### src/rtl/resta_display.sv
// ============================================================================
// Module   : resta_display
// Purpose  : Converts the subtractor's magnitude/sign to BCD (double dabble)
//            and drives a multiplexed active-low 7-segment display.
// Revision : 1.0
// ============================================================================
`default_nettype none

module resta_display #(
    parameter int N           = 4,
    parameter int DIGITS      = 2,
    parameter int REFRESH_DIV = 50000
) (
    input  logic              clk,
    input  logic              rst,
    input  logic              load,
    input  logic [N-1:0]      R,
    input  logic              Neg,
    output logic              busy,
    output logic [6:0]        seg,
    output logic [DIGITS:0]   an
);

    localparam int BW = 4 * DIGITS;
    localparam int AW = DIGITS + 1;
    localparam int CW = $clog2(N + 1);
    localparam int RW = (REFRESH_DIV > 1) ? $clog2(REFRESH_DIV) : 1;
    localparam int IW = $clog2(DIGITS + 1);

    localparam logic [6:0] c_SEG_BLANK = 7'b1111111;
    localparam logic [6:0] c_SEG_MINUS = 7'b0111111;
    localparam logic [6:0] c_SEG_ZERO  = 7'b1000000;

    typedef enum logic [1:0] {
        S_IDLE = 2'd0,
        S_CONV = 2'd1,
        S_DONE = 2'd2
    } state_t;

    state_t          r_state;
    logic            r_busy;
    logic [N-1:0]    r_shift;
    logic [BW-1:0]   r_bcd;
    logic [CW-1:0]   r_cnt;
    logic            r_sign_l;
    logic            r_nz_l;
    logic [BW-1:0]   r_shown_bcd;
    logic            r_shown_neg;

    logic [RW-1:0]   r_refresh;
    logic [IW-1:0]   r_idx;
    logic [AW-1:0]   r_an;
    logic [6:0]      r_seg;

    logic [BW-1:0]   w_bcd_adj;
    logic [IW-1:0]   w_next_idx;
    logic [3:0]      w_digit;
    logic            w_hi_zero;
    logic [6:0]      w_seg_next;
    logic [AW-1:0]   w_an_next;

    function automatic logic [6:0] seg7(input logic [3:0] d);
        case (d)
            4'd0:    seg7 = 7'b1000000;
            4'd1:    seg7 = 7'b1111001;
            4'd2:    seg7 = 7'b0100100;
            4'd3:    seg7 = 7'b0110000;
            4'd4:    seg7 = 7'b0011001;
            4'd5:    seg7 = 7'b0010010;
            4'd6:    seg7 = 7'b0000010;
            4'd7:    seg7 = 7'b1111000;
            4'd8:    seg7 = 7'b0000000;
            4'd9:    seg7 = 7'b0010000;
            default: seg7 = 7'b1111111;
        endcase
    endfunction

    // Add-3 correction applied to every nibble before each shift
    always_comb begin
        w_bcd_adj = r_bcd;
        for (int k = 0; k < DIGITS; k++) begin
            if (r_bcd[4*k +: 4] >= 4'd5)
                w_bcd_adj[4*k +: 4] = r_bcd[4*k +: 4] + 4'd3;
        end
    end

    // Shown digits/sign change only in DONE, so the display never sees a partial result
    always_ff @(posedge clk) begin
        if (rst) begin
            r_state     <= S_IDLE;
            r_busy      <= 1'b0;
            r_shift     <= '0;
            r_bcd       <= '0;
            r_cnt       <= '0;
            r_sign_l    <= 1'b0;
            r_nz_l      <= 1'b0;
            r_shown_bcd <= '0;
            r_shown_neg <= 1'b0;
        end else begin
            case (r_state)
                S_IDLE: begin
                    if (load) begin
                        r_shift  <= R;
                        r_sign_l <= Neg;
                        r_nz_l   <= |R;
                        r_bcd    <= '0;
                        r_cnt    <= '0;
                        r_busy   <= 1'b1;
                        r_state  <= S_CONV;
                    end
                end
                S_CONV: begin
                    {r_bcd, r_shift} <= {w_bcd_adj[BW-2:0], r_shift, 1'b0};
                    r_cnt            <= r_cnt + CW'(1);
                    if (r_cnt == CW'(N - 1))
                        r_state <= S_DONE;
                end
                S_DONE: begin
                    r_shown_bcd <= r_bcd;
                    r_shown_neg <= r_sign_l & r_nz_l;
                    r_busy      <= 1'b0;
                    r_state     <= S_IDLE;
                end
                default: begin
                    r_busy  <= 1'b0;
                    r_state <= S_IDLE;
                end
            endcase
        end
    end

    assign w_next_idx = (r_idx == IW'(DIGITS)) ? '0 : r_idx + IW'(1);
    assign w_an_next  = ~(AW'(1) << w_next_idx);

    // Leading-zero blanking: a digit is blank when it and every higher digit are zero
    always_comb begin
        w_digit   = 4'd0;
        w_hi_zero = 1'b1;
        for (int k = 0; k < DIGITS; k++) begin
            if (IW'(k) == w_next_idx)
                w_digit = r_shown_bcd[4*k +: 4];
            if ((IW'(k) >= w_next_idx) && (r_shown_bcd[4*k +: 4] != 4'd0))
                w_hi_zero = 1'b0;
        end
        if (w_next_idx == IW'(DIGITS))
            w_seg_next = r_shown_neg ? c_SEG_MINUS : c_SEG_BLANK;
        else if ((w_next_idx != '0) && w_hi_zero)
            w_seg_next = c_SEG_BLANK;
        else
            w_seg_next = seg7(w_digit);
    end

    always_ff @(posedge clk) begin
        if (rst) begin
            r_refresh <= '0;
            r_idx     <= '0;
            r_an      <= ~AW'(1);
            r_seg     <= c_SEG_ZERO;
        end else if (r_refresh == RW'(REFRESH_DIV - 1)) begin
            r_refresh <= '0;
            r_idx     <= w_next_idx;
            r_an      <= w_an_next;
            r_seg     <= w_seg_next;
        end else begin
            r_refresh <= r_refresh + RW'(1);
        end
    end

    assign busy = r_busy;
    assign seg  = r_seg;
    assign an   = r_an;

endmodule

`default_nettype wire

### config.mk
export PLATFORM = sky130hd
export DESIGN_NAME = resta_display
export DESIGN_NICKNAME = d
export VERILOG_FILES = /design/src/rtl/resta_display.sv
export SDC_FILE = /design/constraint.sdc
export NUM_CORES = 1
export LEC_CHECK = 0
export CAP_MARGIN = 10
export CORE_MARGIN = 3
export CORE_UTILIZATION = 58
export CTS_CLUSTER_SIZE = 14
export DETAILED_ROUTE_END_ITERATION = 6
export PLACE_DENSITY = 0.79
export SLEW_MARGIN = 40
export SYNTH_ARGS = -nofsm -noshare
export SYNTH_HDL_FRONTEND = slang
export SYNTH_SLANG_ARGS = --single-unit
### constraint.sdc
create_clock -name clk -period 2.1 [get_ports clk]
set_input_delay 0.42 -clock clk [delete_from_list [all_inputs] [get_ports clk]]
set_output_delay 0.42 -clock clk [all_outputs]
set_load 0.01 [all_outputs]
# Yosys cells after proc, flatten, opt, wreduce, memory -nomap -nowiden
# Memories as Yosys holds them, arrays and structs flattened.
# Index checks and enable logic that the tools add are counted.
[word_totals]
mem_bits_ro = 112
mem_count = 1
output_inout_bits = 11
wordCells = 72
inputBits = 8
register_bits = 57
[memory_table]
columns = ["memory", "words", "width", "rd", "rd_clocked_by_memory_dff", "write_ports", "line_no", "rtl"]
rows = [
  ["(name not given)", 16, 7, 1, 0, 0, "63", "case (d)"],
]
[op_classes]
shifts = 1
addsub = 5
n_mux = 21
eq_ne = 9
bitwise_logic = 3
n_reduce_logical = 15
n_lt_le_gt_ge = 4
[op_table]
columns = ["cell", "count"]
rows = [
  ["2-to-1 mux 7 bit", 3],
  ["adder 16 x 1 -> 16 bit, second input constant", 1],
  ["equality test 16 bit, second input constant", 1],
  ["2-to-1 mux 4 bit", 4],
  ["case mux 8 bit (2 select lines)", 1],
  ["greater-or-equal comparator 4 x 3 -> 1 bit, second input constant", 2],
  ["2-to-1 mux 8 bit", 1],
  ["case mux 4 bit (2 select lines)", 1],
  ["AND reduction 2 bit", 4],
  ["nonzero test 4 bit", 2],
  ["equality test 2 bit, second input constant", 3],
  ["2-to-1 mux 2 bit", 3],
  ["2-to-1 mux 3 bit", 2],
  ["case mux 3 bit (2 select lines)", 1],
  ["adder 4 x 2 -> 4 bit, second input constant", 1],
  ["greater-or-equal comparator 1 x 2 -> 1 bit, first input constant", 2],
  ["logical NOT 2 bit", 2],
  ["inequality test 2 bit, second input constant", 2],
  ["case mux 2 bit (2 select lines)", 1],
  ["nonzero test 2 bit", 2],
  ["OR reduction 4 bit", 1],
  ["adder 3 x 1 -> 3 bit, second input constant", 1],
  ["adder 3 x 2 -> 3 bit, second input constant", 1],
  ["equality test 3 x 2 -> 1 bit, second input constant", 1],
  ["11 further kinds", 15],
]

# Logic depth before layout (Yosys ltp)
[logic_depth]
depth_word = 9
mapped_depth = 9
mapped_depth_nobuf = 8

# Least setup slack after synthesis
# Ideal clock, no wire load.
[synth_path]
kind = "register to register"
from = "reg r_idx[0]"
to = "reg r_seg[3], in the netlist seg[3]"
arrival_time_ns = 1.591
setup_time_ns = 0.086
path_slack_ns = 0.423
period_less_slack_ns = 1.677
path_buffers = 1
t_required_ns = 2.014
stages_incl_launch_ff = 8
cell_sequence = "dfxtp_1 buf_2 nand2b_1 o21ai_0 ha_1 a21boi_0 a211o_1 a211oi_1"
[synth_via]
elab_chain_len = 9
elab_cells_between_ends = 19
classes_between = "add/sub (1); order compare (2); eq/ne (3); mux (7); reduce/logical (5); memory (1)"
[synth_lines]
columns = ["element", "line_no", "rtl"]
rows = [
  ["from (decl)", "51", "logic [IW-1:0] r_idx;"],
  ["from (signal assigned)", "161", "r_idx <= w_next_idx;"],
  ["adder 2 x 1 -> 2 bit or equality test 2 bit (tied branches)", "132", "assign w_next_idx = (r_idx == IW'(DIGITS)) ? '0 : r_idx + IW'(1);"],
  ["2-to-1 mux 2 bit *", "132", ""],
  ["parallel branches: the longest is 6 deep, another holds memory read (16 x 7 bit)", "-", ""],
  ["2-to-1 mux 7 bit *", "145", "if (w_next_idx == IW'(DIGITS))"],
  ["to (signal assigned)", "158", "r_seg <= c_SEG_ZERO;"],
  ["to (signal assigned)", "163", "r_seg <= w_seg_next;"],
  ["to (decl)", "53", "logic [6:0] r_seg;"],
]
# Mark *: on every way between the ends.
# A chain may end at the register's enable or synchronous reset.

# Final worst setup path
[layout_path]
from = "reg r_refresh[5]"
to = "reg r_an[2], in the netlist an[2]"
[layout_via]
elab_chain_len = 1
[layout_lines]
columns = ["element", "line_no", "rtl"]
rows = [
  ["from (decl)", "50", "logic [RW-1:0] r_refresh;"],
  ["from (signal assigned)", "165", "r_refresh <= r_refresh + RW'(1);"],
  ["equality test 16 bit", "159", "end else if (r_refresh == RW'(REFRESH_DIV - 1)) begin"],
  ["to (signal assigned)", "157", "r_an <= ~AW'(1);"],
  ["to (signal assigned)", "162", "r_an <= w_an_next;"],
  ["to (decl)", "52", "logic [AW-1:0] r_an;"],
]
# No other way between the ends.

==> results_dict.tcl <==
set metrics [dict create \
    outcome "finished, final reports clean" \
    area_delta_synth_final_pct 14.04 \
    hpwl_microns 3620 \
    detail-route-antenna-nets 0 \
    nFillCells 347 \
    crit_path_end_kind "flip-flop" \
    grt_pass1_wl_microns 8776 \
    worst_pin_slew_ns 0.5570 \
    grt-ovfl-total 0 \
    fin_crit_ns 1.951 \
    p_leak_nw 1.099 \
    whs_ns 0.4666 \
    ys_ff_latch 57 \
    yosysSeqAreaShare_pct 43.12 \
    num_antenna_cells 0 \
    netlist_instances 330 \
    row_count 23 \
    peakVddDrop_uv 446.5 \
    fin_nets 363 \
    start_util_pct 62.98 \
    wl_met3_microns 246 \
    routedLengthMet1_microns 2456 \
    comb_power_share_pct 5.1 \
    clock_latency_ns 0.33 \
    placed_cell_area_sq_um 2844 \
    fp.dieArea_sq_um 5409 \
    cp.arrival_ns 2.17 \
    synth.largest_area_cell "dfxtp_1" \
    crit_required_ns 2.32 \
    slew_viol_final 0 \
    die_w_microns 73.55 \
    internal_power_w 0.001601 \
    num_io_pins 19 \
    finalHoldViolations 0 \
    crit_fanout 9 \
    die_h_microns 73.55 \
    rsz0062_at_grt "no" \
    drive_gt1_share_pct 7.386 \
    io_buffers 18 \
    grt_pass1_vias 2068 \
    grt_max_degree 24 \
    fin_area_sq_um 3018 \
    clock_path_buffers 2 \
    synth_top_cell_area_share_pct 43.12 \
    grt_usage_pct 20.80 \
    worstSetupPathType "reg2reg" \
    power.total_w 0.002111 \
    cts_tree "built" \
    hold_class "reg2reg" \
    cts-htree-levels 3 \
    fin_setup_tns_ns 0 \
    postCtsHoldBufs 0 \
    pwr-share-seq_pct 52.9 \
    wirelength_microns 5108 \
    fin_worst_skew_ns 0.007802 \
    root_buffer "clkbuf_8" \
    switching_power_w 0.0005097 \
    antenna_found_initial 0 \
    wl_per_cell_microns 12.71 \
    layout_common_cells "dfxtp_1 (56), nand2_1 (49), nor2_1 (43), a21oi_1 (33), clkdlybuf4s50_1 (18)" \
    syn-cell-area_sq_um 2646 \
    setup_viol 0 \
    finalCritPeriodShare_pct 92.89 \
    layout.cells.most_common "dfxtp_1" \
    synth_area_per_cell_sq_um 8.019 \
    dr.pass1.iters 4 \
    synth_area_leaders "dfxtp_1 (43%), nand2_1 (7.0%), a21oi_1 (6.2%)" \
    clock_sinks 57 \
    drc 0 \
    synth.distinct_cells 46 \
    cts_buffers 9 \
    place_congestion 0.9193 \
    vias 2249 \
    critPathLaunchType "flip-flop" \
    drt_iter0_drc 129 \
    synth-warning-count 0 \
    max_freq_mhz 512.7 \
    coreArea_sq_um 4202 \
    vias_per_cell 5.595 \
    highest_layer "met4" \
    syn_nets 346 \
    wl_met2_microns 2351 \
    pwr_density_cell_nw_per_um2 699.5 \
    drv_cap 0 \
    clk_pin_slew_ns 0.06 \
    switching_share_pct 24.15 \
    clkPwrFrac_pct 42.0 \
    maxSlewHeadroom_pct 62.79 \
]
timing repair:
action,4_1_cts,5_1_grt
setup endpoints to repair,0,1
gates resized for setup,0,1
setup buffers,0,0
logic make-up (layout without fill, tap and decap cells):
logic type | Yosys count | count (layout) | synth area share [%]
compound gates | 65 | 65 | 14.85
flops | 57 | 57 | 43.12
xor+xnor | 19 | 19 | 6.288
mux | 1 | 1 | 0.3783
buf+inv | 28 | 50 | 4.681
fa+ha+maj | 8 | 8 | 3.783
simple gates | 152 | 152 | 26.90
final cells by class:
class                      count  area (sq um)  area share (%)
sequential                    57          1142           37.85
multi-input combinational    245          1381           45.77
clock inverter                 5         31.28           1.036
tap                           50         62.56           2.073
timing repair buffer          23         217.7           7.214
inverter                      11         41.29           1.368
clock buffer                  11         141.4           4.685
worst paths after layout:
kind	to	slack (ns)	start	cells past startpoint
worst max register to register	an[2]	0.15	r_refresh[5]	5
worst min-delay path	r_refresh[0]	0.47	r_refresh[0]	1
worst min register to register	r_refresh[0]	0.47	r_refresh[0]	1
worst max-delay path	an[2]	0.15	r_refresh[5]	5
power groups by stage:
stage,logic [W],clock network (W),registers [W]
CTS,0.000109,0.000911,0.00112
detailed placement,0.000108,0,0.00114
finish,0.000108,0.000886,0.00112
global placement,0.000106,0,0.00114
global route,0.000121,0.000965,0.00112
floorplan,0.0000729,0,0.00114
flip-flops by register name (all words and copies together), names as in the netlist:
register     flops
r_idx            2
r_cnt            3
r_state          2
r_bcd            8
seg              7
r_refresh       16
r_nz_l           1
r_shown_neg      1
r_shift          4
r_shown_bcd      8
r_sign_l         1
busy             1
an               3
worst max-delay path, stage by stage (launching register included):
cell	delay, ns
dfxtp_1	0.34
or4_1	0.54
nor3_2	0.18
and3_1	0.38
nand3b_1	0.18
a21o_2	0.22
Yosys cell counts (all sizes together):
cell / count
a21boi: 1
inv: 11
o31ai: 2
clkbuf: 12
a211oi: 4
nor3b: 1
or3b: 1
a21o: 1
ha: 8
a311oi: 3
buf: 5
o41ai: 1
xor2: 10
nor3: 11
or4: 1
o22ai: 2
a21oi: 33
a211o: 1
a22oi: 2
or2b: 1
nand4: 3
and3b: 1
nor4: 1
and4: 1
nand2: 50
nor2b: 4
o31a: 3
mux2i: 1
nor2: 43
nand3: 15
a22o: 1
nand2b: 7
dfxtp: 57
nor4b: 1
xnor2: 9
a31oi: 2
o211ai: 1
o21ai: 8
and2: 2
nand3b: 3
or3: 1
and3: 5
layer usage:
| metal | vias to the layer above | GRT usage, % |
|---|---|---|
| met2 | 59 | 32.78 |
| met1 | 1027 | 25.57 |
| met5 | - | 0 |
| met4 | 0 | 10.06 |
| met3 | 6 | 6.566 |
| li1 | 1157 | - |
through the flow:
step | util (%) | std cells | setup WS (ns)
finish | 71.83 | 402 | 0.1494
global route | 71.83 | 402 | 0.03462
CTS | 71.80 | 402 | 0.1230
detailed placement | 67.69 | 386 | 0.1429
global placement | 67.69 | 386 | 0.2254
floorplan | - | 330 | 0.4234
(Power assumes the default switching activity.)
